<file path="src/rtl/reg_access_ctrl_pkg.sv">
// Shared definitions for the register access controller: FSM states,
// default widths and the hard-wired zero register address.
package reg_access_ctrl_pkg;

    typedef enum logic [1:0] {
        IDLE,
        WRITE,
        READ,
        RESP
    } state_t;

    localparam int DEF_DATA_W = 16;
    localparam int DEF_ADDR_W = 2;

    localparam int unsigned REG0_ADDR = 0;

endpackage

</file>
<file path="src/rtl/reg_access_ctrl.sv">
// Single-outstanding command controller in front of a register file:
// registered write strobe, paired reads, held responses, zero-write counter.
module reg_access_ctrl
    import reg_access_ctrl_pkg::*;
#(
    parameter int DATA_W = DEF_DATA_W,
    parameter int ADDR_W = DEF_ADDR_W
) (
    input  logic              clock,
    input  logic              reset_n,
    input  logic              cmd_valid,
    output logic              cmd_ready,
    input  logic              cmd_write,
    input  logic [ADDR_W-1:0] cmd_ra,
    input  logic [ADDR_W-1:0] cmd_rb,
    input  logic [DATA_W-1:0] cmd_wdata,
    output logic              rsp_valid,
    input  logic              rsp_ready,
    output logic [DATA_W-1:0] rsp_a,
    output logic [DATA_W-1:0] rsp_b,
    output logic              rsp_zero,
    output logic [ADDR_W-1:0] rf_rr1,
    output logic [ADDR_W-1:0] rf_rr2,
    output logic [ADDR_W-1:0] rf_wr,
    output logic [DATA_W-1:0] rf_wd,
    output logic              rf_regwrite,
    input  logic [DATA_W-1:0] rf_rd1,
    input  logic [DATA_W-1:0] rf_rd2,
    output logic [7:0]        zero_wr_cnt
);

    localparam logic [ADDR_W-1:0] ZERO_ADDR = ADDR_W'(REG0_ADDR);

    state_t state;
    logic   out_of_reset;

    // IDLE is also the reset state; cmd_ready waits for the first edge after release.
    assign cmd_ready = out_of_reset && (state == IDLE);
    assign rsp_valid = (state == RESP);

    always_ff @(posedge clock or negedge reset_n) begin
        if (!reset_n) begin
            state        <= IDLE;
            out_of_reset <= 1'b0;
            rf_rr1       <= '0;
            rf_rr2       <= '0;
            rf_wr        <= '0;
            rf_wd        <= '0;
            rf_regwrite  <= 1'b0;
            rsp_a        <= '0;
            rsp_b        <= '0;
            rsp_zero     <= 1'b0;
            zero_wr_cnt  <= '0;
        end else begin
            out_of_reset <= 1'b1;
            rf_regwrite  <= 1'b0;
            case (state)
                IDLE: begin
                    if (cmd_valid && cmd_ready) begin
                        if (cmd_write) begin
                            rf_wr       <= cmd_ra;
                            rf_wd       <= cmd_wdata;
                            // Strobe is set here so it is high for the whole WRITE cycle.
                            rf_regwrite <= (cmd_ra != ZERO_ADDR);
                            state       <= WRITE;
                        end else begin
                            rf_rr1 <= cmd_ra;
                            rf_rr2 <= cmd_rb;
                            state  <= READ;
                        end
                    end
                end
                WRITE: begin
                    rsp_a    <= '0;
                    rsp_b    <= '0;
                    rsp_zero <= (rf_wr == ZERO_ADDR);
                    if ((rf_wr == ZERO_ADDR) && (zero_wr_cnt != '1)) begin
                        zero_wr_cnt <= zero_wr_cnt + 8'd1;
                    end
                    state <= RESP;
                end
                READ: begin
                    rsp_a    <= rf_rd1;
                    rsp_b    <= rf_rd2;
                    rsp_zero <= 1'b0;
                    state    <= RESP;
                end
                RESP: begin
                    if (rsp_ready) begin
                        state <= IDLE;
                    end
                end
                default: state <= IDLE;
            endcase
        end
    end

endmodule

</file>
<file path="config.mk">
export PLATFORM = sky130hd
export DESIGN_NAME = reg_access_ctrl
export DESIGN_NICKNAME = d
export VERILOG_FILES = /design/src/rtl/reg_access_ctrl_pkg.sv /design/src/rtl/reg_access_ctrl.sv
export SDC_FILE = /design/constraint.sdc
export NUM_CORES = 1
export LEC_CHECK = 0
export BUFFER_PORTS_ARGS = -buffer_cell sky130_fd_sc_hd__buf_2
export CAP_MARGIN = 5
export CELL_PAD_IN_SITES_DETAIL_PLACEMENT = 2
export CELL_PAD_IN_SITES_GLOBAL_PLACEMENT = 2
export CORE_AREA = 3 3 84 146
export CTS_CLUSTER_SIZE = 20
export DETAILED_ROUTE_END_ITERATION = 8
export DIE_AREA = 0 0 87 149
export GPL_TIMING_DRIVEN = 0
export PLACE_DENSITY_LB_ADDON = 0.05
export SYNTH_ARGS = -nofsm -noshare
export SYNTH_HDL_FRONTEND = slang
export SYNTH_SLANG_ARGS = --single-unit
</file>
<file path="constraint.sdc">
create_clock -name clock -period 1.6 [get_ports clock]
set_input_delay 0 -clock clock [delete_from_list [all_inputs] [get_ports clock]]
set_output_delay 0 -clock clock [all_outputs]
set_load 0.05 [all_outputs]
</file>
Word level (Yosys, flattened, before mapping) --
Index checks and enable logic that the tools add are counted.
Storage, ports and cells: register bits after elaboration 67, logic and storage cells 41, output and inout port bits 66
Operators by class: eq/ne operators 6, add/subtract/negate cells 1, bitwise gates (word level) 1, mux-type cells 10, reduce and logical (&&, ||, !) cells 12
Operators with widths (number):
- $pmux W16 S2 | 2
- $add A8 B1 Y8 const B | 1
- $ne A8 B8 Y1 const B | 1
- $mux W2 | 3
- $pmux W2 S3 | 1
- $reduce_and A3 Y1 | 2
- $eq A2 B2 Y1 const B | 2
- $logic_not A2 Y1 | 2
- $ne A2 B1 Y1 const B | 2
- $reduce_and A2 Y1 | 2
- $reduce_bool A2 Y1 | 2
- $logic_and A1 B1 Y1 | 3
- $mux W1 | 3
- $eq A2 B1 Y1 const B | 1
- $pmux W1 S2 | 1
- $reduce_or A2 Y1 | 1
- $not A1 Y1 | 1

Depth between registers and ports, before layout --
Gate-level depths: netlist (run 1).
depth after elaboration 5, mapped depth 8

Worst setup path before layout (run 1) --
Ideal clock, no wire load.
path type reg2reg, from register zero_wr_cnt[0], to register zero_wr_cnt[1], arrival 1.621 ns, library setup time 0.128 ns, period minus slack after synthesis 1.748 ns, cell stages (with the launch flop) 5, setup slack -0.148 ns, cell sequence dfrtp_1 -> ha_1 -> nand3_1 -> o21ai_1 -> mux2_1
Between the ends: longest elaborated chain between the ends 3, elaborated cells between the ends (all ways) 4
RTL lines:
- start: declaration | line reg_access_ctrl.sv:29 | output logic [7:0] zero_wr_cnt
- start signal: assignment | line reg_access_ctrl.sv:78 | zero_wr_cnt <= zero_wr_cnt + 8'd1;
- branches (longest 3 deep; another with $add A8 B1 Y8)
Parallel ways; which one is timed is not known. A chain may end at the register's enable or synchronous reset.

Worst setup path after layout (run 1) --
from register state[0], to register state[0]
Between the ends: longest elaborated chain between the ends 5, elaborated cells between the ends (all ways) 11
RTL lines:
- start: declaration | line reg_access_ctrl.sv:34 | state_t state;
- start signal: assignment | line reg_access_ctrl.sv:43 | state <= IDLE;
- start signal: assignment | line reg_access_ctrl.sv:65 | state <= WRITE;
- start signal: assignment | line reg_access_ctrl.sv:69 | state <= READ;
- $logic_not A2 Y1 | line reg_access_ctrl.sv:38, reg_access_ctrl.sv:57
- $logic_and A1 B1 Y1 | line reg_access_ctrl.sv:38 | assign cmd_ready = out_of_reset && (state == IDLE);
- $logic_and A1 B1 Y1 | line reg_access_ctrl.sv:59 | if (cmd_valid && cmd_ready) begin
- $ne A2 B1 Y1 (no line)
- $reduce_and A2 Y1 (no line)
Parallel ways exist; a longest one is shown, timed or not.

==> impl_metrics.ini, run 1 <==
[status]
status = finished with violations
violations = setup timing

[yosys]
ys_top_cells_by_area = dfrtp_1, mux2_2, o21ai_0
yosysSeqAreaShare_pct = 60.0
synth_async_sr_flop_share_pct = 100
synth_top_cells_by_count = dfrtp_1, inv_1, o21ai_0
syn_area_per_cell_sq_um = 11.3
syn_inst = 247
synth_area_leader_cell = dfrtp_1
synth_cell_type_count = 35
synth_top_cell_area_share_pct = 60.0
synth_most_common_cell = dfrtp_1
ys_seq_elements = 67
synth_fp_nets = 310
synth_edf_count = 0
synth_ff_type = dfrtp_1
yosysWarnings = 0
netlist_area_sq_um = 2800

[floorplan]
core_area_sq_um = 11200
initial_utilization_pct = 25.0
fp.dieW_um = 87
die-height_um = 149
die_area_sq_um = 13000
rows = 51
io_pins = 123

[sta]
post-route-min-period_ps = 1600
rsz0062_at_grt = yes
setup_slack_ps = -2.11
finalHoldViolCount = 0
whs_ps = 81.9
fmax_ghz = 0.624
fin_skew_ps = 6.68
fin_crit_sh_pct = 100
slew_violations = 0
finalSetupViolations = 1

[worst_setup_path]
crit_type = reg -> reg
worstSetupStartpointType = flip-flop
cp_max_fo = 3
cpMostUsedCell = buf_4
critPathSlowestCell = dfrtp_1
critical_path.max_stage_delay_ps = 410
crit_path_end_kind = flip-flop
cp_cell_sequence = buf_4 > buf_4 > ha_2 > nor2b_1 > a21oi_2 > mux2_2
rrSetupSlack_ps = -2
worst_ep_arrival_time_ps = 1810
crit_required_ps = 1810

[clock_network]
clock_latency_ps = 320
clkSinkCount = 67
ctsLongestPathBuffers = 2
path_clk_slew_ps = 50
numCtsBuffers = 9
cts_tree = yes
cts-htree-levels = 3
clock-root-buffer = clkbuf_16

[global_routing]
grt_pass1_wl_um = 14600
antenna_found_initial = 0
gr-total-overflow = 0
grt_usage_pct = 14.6
grt_max_degree = 54
grt_pass1_vias = 2911

[final_layout]
final-seq-area_sq_um = 1680
nNetsFinal = 512
n_antenna_cell = 0
final_cell_area_sq_um = 4680
stdcell_count = 585
syn_to_final_growth_pct = 67.4
multi_input_area_sq_um = 1020
fillers = 1218
drive_gt1_share_pct = 43.0

[place]
placedInstanceArea_sq_um = 3620
place.gp.congestion = 0.678
port_buffers = 122
dp.cells = 502
place_hpwl_um = 6340

[detailed_routing]
via_per_inst = 4.40
wirelength_um = 9300
antenna_left = 0
vias = 2576
drc = 0
firstDrtPassIters = 4
post_drt_wl_per_cell_um = 15.9
drt_iter0_drc = 42

[power]
p_leak_nw = 2.33
peakVddDrop_uv = 895
power.density_nw_per_um2 = 2370

[run]
cap_violations = 0

[min_path]
hp-class = in -> async
## kinds of logic (layout without fill, tap and decap cells)
kind of cell | after synthesis | in the layout | synth area share [%]
buf+inv | 44 | 250 | 6.17
compound gates | 41 | 41 | 8.05
fa+ha+maj | 6 | 6 | 2.68
xor+xnor | 4 | 4 | 1.25
flops | 67 | 67 | 60.0
other cells | 1 | 1 | 0.134
simple gates | 57 | 57 | 10.9
mux | 27 | 27 | 10.9
## per-layer routing
metal  global-route usage [%]  wire length (um)  vias to the layer above
li1                         -                 -                     1216
met1                     15.2              3220                     1290
met2                     27.9              5560                       62
met3                     2.99               396                        8
met4                     5.15               114                        0
met5                        0                 0                        -
## power breakdown
group | internal (W) | leakage [nW] | switching (W)
clock | 0.00124 | 0.142 | 0.000696
combinational | 0.00190 | 1.32 | 0.00435
sequential | 0.00246 | 0.860 | 0.000475
total | 0.00560 | 2.33 | 0.00552
## flip-flops by register name (all words and copies together), names as in the netlist
register and cells:
rf_wd 16, rsp_a 16, rsp_b 16, zero_wr_cnt 8, rf_rr1 2, rf_rr2 2
rf_wr 2, state 2, out_of_reset 1, rf_regwrite 1, rsp_zero 1
## per-stage QoR
stage | setup TNS [ps] | util (%) | worst slack (ps) | total power [W]
after global placement | -4530 | 32.2 | -190 | 0.00844
after CTS | -232 | 40.5 | -74.6 | 0.0109
after floorplan | 0 | - | 7.05 | 0.00698
after global routing | -251 | 41.9 | -76.6 | 0.0119
after detailed placement | -5600 | 32.5 | -254 | 0.00858
final | -2.11 | 41.9 | -2.11 | 0.0111
## what timing repair did
item / CTS / global route
pin swaps: 2 / 2
hold endpoints to repair: 122 / 0
hold buffers: 54 / 0
endpoints found under the setup margin: 40 / 49
gates resized for setup: 11 / 27
setup buffers: 7 / 6
gates cloned: 0 / 2
## critical path: cells and delay by family (launching register included)
kind	cells	cell delay, ps
buf+inv	2	270
fa+ha+maj	1	180
flops	1	410
simple gates	1	130
compound gates	1	140
mux	1	350
## final cells by class
| cell class | instances | share of cell area (%) |
|---|---|---|
| well taps | 132 | 3.53 |
| flip-flops and latches | 67 | 35.9 |
| multi-input cells | 136 | 21.7 |
| plain buffers | 8 | 1.58 |
| inverters | 35 | 2.81 |
| clock inverters | 3 | 0.855 |
| clock buffers | 12 | 5.26 |
| repair buffers | 192 | 28.3 |
## final timing paths
kind	cells after the start	from	end
setup / recovery	6	state[0]	state[0]
hold / removal	2	reset_n	rf_wd[14]
setup reg to reg	6	state[0]	state[0]
hold reg to reg	1	rf_wd[6]	rf_wd[6]
max in group asynchronous	3	reset_n	zero_wr_cnt[0]
min in group clock	4	cmd_write	state[0]
## cells in the final DEF (no fill, tap or decap), types with 2 or more instances in the layout
cell	Yosys	routed
buf_2	3	121
dfrtp_1	67	63
dlygate4sd3_1	0	54
inv_1	35	33
o21ai_0	33	27
nand2_1	23	23
nand3_1	17	17
mux2_2	16	16
buf_4	1	11
clkbuf_16	0	10
mux2_1	11	9
o21ai_1	1	6
buf_6	0	5
clkbuf_2	0	4
dfrtp_2	0	4
nor2_1	3	3
xnor2_1	3	3
ha_1	6	3
inv_2	0	2
mux2_4	0	2
nand4_1	2	2
ha_4	0	2
clkinv_2	0	2
clkbuf_1	4	2
No activity file was read; power rests on OpenSTA's default activity.
==> run 2: changes to the inputs <==
--- a/config.mk
+++ b/config.mk
@@ -5,14 +5,13 @@
 export SDC_FILE = /design/constraint.sdc
 export NUM_CORES = 1
 export LEC_CHECK = 0
-export BUFFER_PORTS_ARGS = -buffer_cell sky130_fd_sc_hd__buf_2
 export CAP_MARGIN = 5
 export CELL_PAD_IN_SITES_DETAIL_PLACEMENT = 2
 export CELL_PAD_IN_SITES_GLOBAL_PLACEMENT = 2
-export CORE_AREA = 3 3 84 146
-export CTS_CLUSTER_SIZE = 20
+export CORE_AREA = 4 4 75 129
 export DETAILED_ROUTE_END_ITERATION = 8
-export DIE_AREA = 0 0 87 149
+export DIE_AREA = 0 0 79 133
+export DONT_BUFFER_PORTS = 1
 export GPL_TIMING_DRIVEN = 0
 export PLACE_DENSITY_LB_ADDON = 0.05
 export SYNTH_ARGS = -nofsm -noshare
==> run 2 against run 1 <==
Compared with the run above: the flow now finishes without violations; clock-buffer cell count fell by 2; register-to-register slack hardly changed; critical path depth decreased by 1; clock skew increased by 1.8 ps; fmax is 0.15% higher; flip-flop and latch count unchanged; cell count decreased by 24%; critical path type unchanged.
==> impl_metrics.ini, run 2 (synthesized netlist as in run 1, its figures left out) <==
[status]
status = finished, final reports clean

[final_layout]
drive_gt1_share_pct = 24.2
nNetsFinal = 385
syn_to_final_growth_pct = 44.8
layout_common_cells = dlygate4sd3_1, dfrtp_1, inv_1
n_antenna_cell = 0
top_regs = rf_wd (16), rsp_a (16), rsp_b (16)

[sta]
whs_ps = 24.5
fin_skew_ps = 8.49
rsz0062_at_grt = yes
fin_crit_sh_pct = 100
slew_violations = 0
finalHoldViolCount = 0
fmax_ghz = 0.625
relSlewSlack_pct = 65.9
finalSetupViolations = 0
post-route-min-period_ps = 1600
tightest_slew_ps = 511
finalSetupTns_ps = 0

[detailed_routing]
firstDrtPassIters = 4
via_per_inst = 4.78
drc = 0
post_drt_wl_per_cell_um = 18.7
drt_iter0_drc = 34
antenna_left = 0
vias = 2124
wirelength_um = 8300

[worst_setup_path]
crit_path_end_kind = flip-flop
rrSetupSlack_ps = 0.3
cp_cell_sequence = inv_2 > ha_4 > or3b_4 > nor3_4 > mux2_4
crit_required_ps = 1820
cp_max_fo = 3
critical_path.max_stage_delay_ps = 410
crit_type = reg -> reg
critPathSlowestCell = dfrtp_1
worstSetupStartpointType = flip-flop
worst_ep_arrival_time_ps = 1820

[floorplan]
initial_utilization_pct = 32.3
rows = 45
die_area_sq_um = 10500
core_area_sq_um = 8670
fp.dieW_um = 79
io_pins = 123
die-height_um = 133

[place]
place.gp.congestion = 0.671
port_buffers = 0
place_hpwl_um = 5480

[clock_network]
cts_tree = yes
ctsLongestPathBuffers = 2
clock_latency_ps = 340
clkSinkCount = 67
numCtsBuffers = 9
path_clk_slew_ps = 60
clock-root-buffer = clkbuf_16
cts-htree-levels = 3

[min_path]
hp-class = in -> reg

[global_routing]
grt_pass1_wl_um = 13300
grt_usage_pct = 16.9
antenna_found_initial = 0
gr-total-overflow = 0
grt_max_degree = 68
grt_pass1_vias = 2533

[run]
cap_violations = 0
run 2: final timing paths:
path | startpoint | endpoint | cells after the start
setup / recovery | state[1] | zero_wr_cnt[6] | 5
min in group asynchronous | reset_n | rf_wd[14] | 2
max in group asynchronous | reset_n | rf_wr[1] | 2
hold / removal | rsp_ready | state[0] | 3
setup reg to reg | state[1] | zero_wr_cnt[6] | 5
hold reg to reg | state[0] | state[0] | 1
run 2: metal layers:
layer  GRT usage (%)  vias to the layer above  part of all wire [%]
met5               0                        -                     0
met3            5.93                       10                   6.8
met1            16.3                     1083                    33
li1                -                      965                     -
met2            31.9                       66                    59
met4            6.31                        0                   1.8
run 2: stage by stage:
stage	setup WS, ps	cell area, sq um	utilization (%)	instances
after global routing	-47.3	4050	46.7	444
after global placement	-229	2970	34.2	364
after CTS	-55.0	3980	45.9	444
final	0.304	4050	46.7	444
after floorplan	7.05	2820	-	247
after detailed placement	-221	2970	34.2	364
run 2: critical path: cells and delay by family (launching register included):
| family | cells | cell delay [ps] |
|---|---|---|
| AND/OR/NAND/NOR | 2 | 540 |
| flip-flops | 1 | 410 |
| multiplexers | 1 | 310 |
| adder cells (fa/ha/maj) | 1 | 120 |
| buffers and inverters | 1 | 90 |
run 2: cell type report:
cell class                 count  area, sq um
sequential                    67         1690
buffer                         7         47.5
inverter                      35          134
timing repair buffer          66          659
fill                         902         4620
clock inverter                 6         63.8
tap                          117          146
clock buffer                  10          239
multi-input combinational    136         1070
run 2: timing repair:
item	CTS	global route
pin swaps	4	4
buffers inserted	8	1
hold buffers	57	0
hold endpoints to repair	124	0
endpoints found under the setup margin	43	39
gates resized for setup	22	23
Power of run 2 is left out: the tool's default activity adds up to more than one toggle a clock period on the data nets, which glitch-free logic cannot reach.
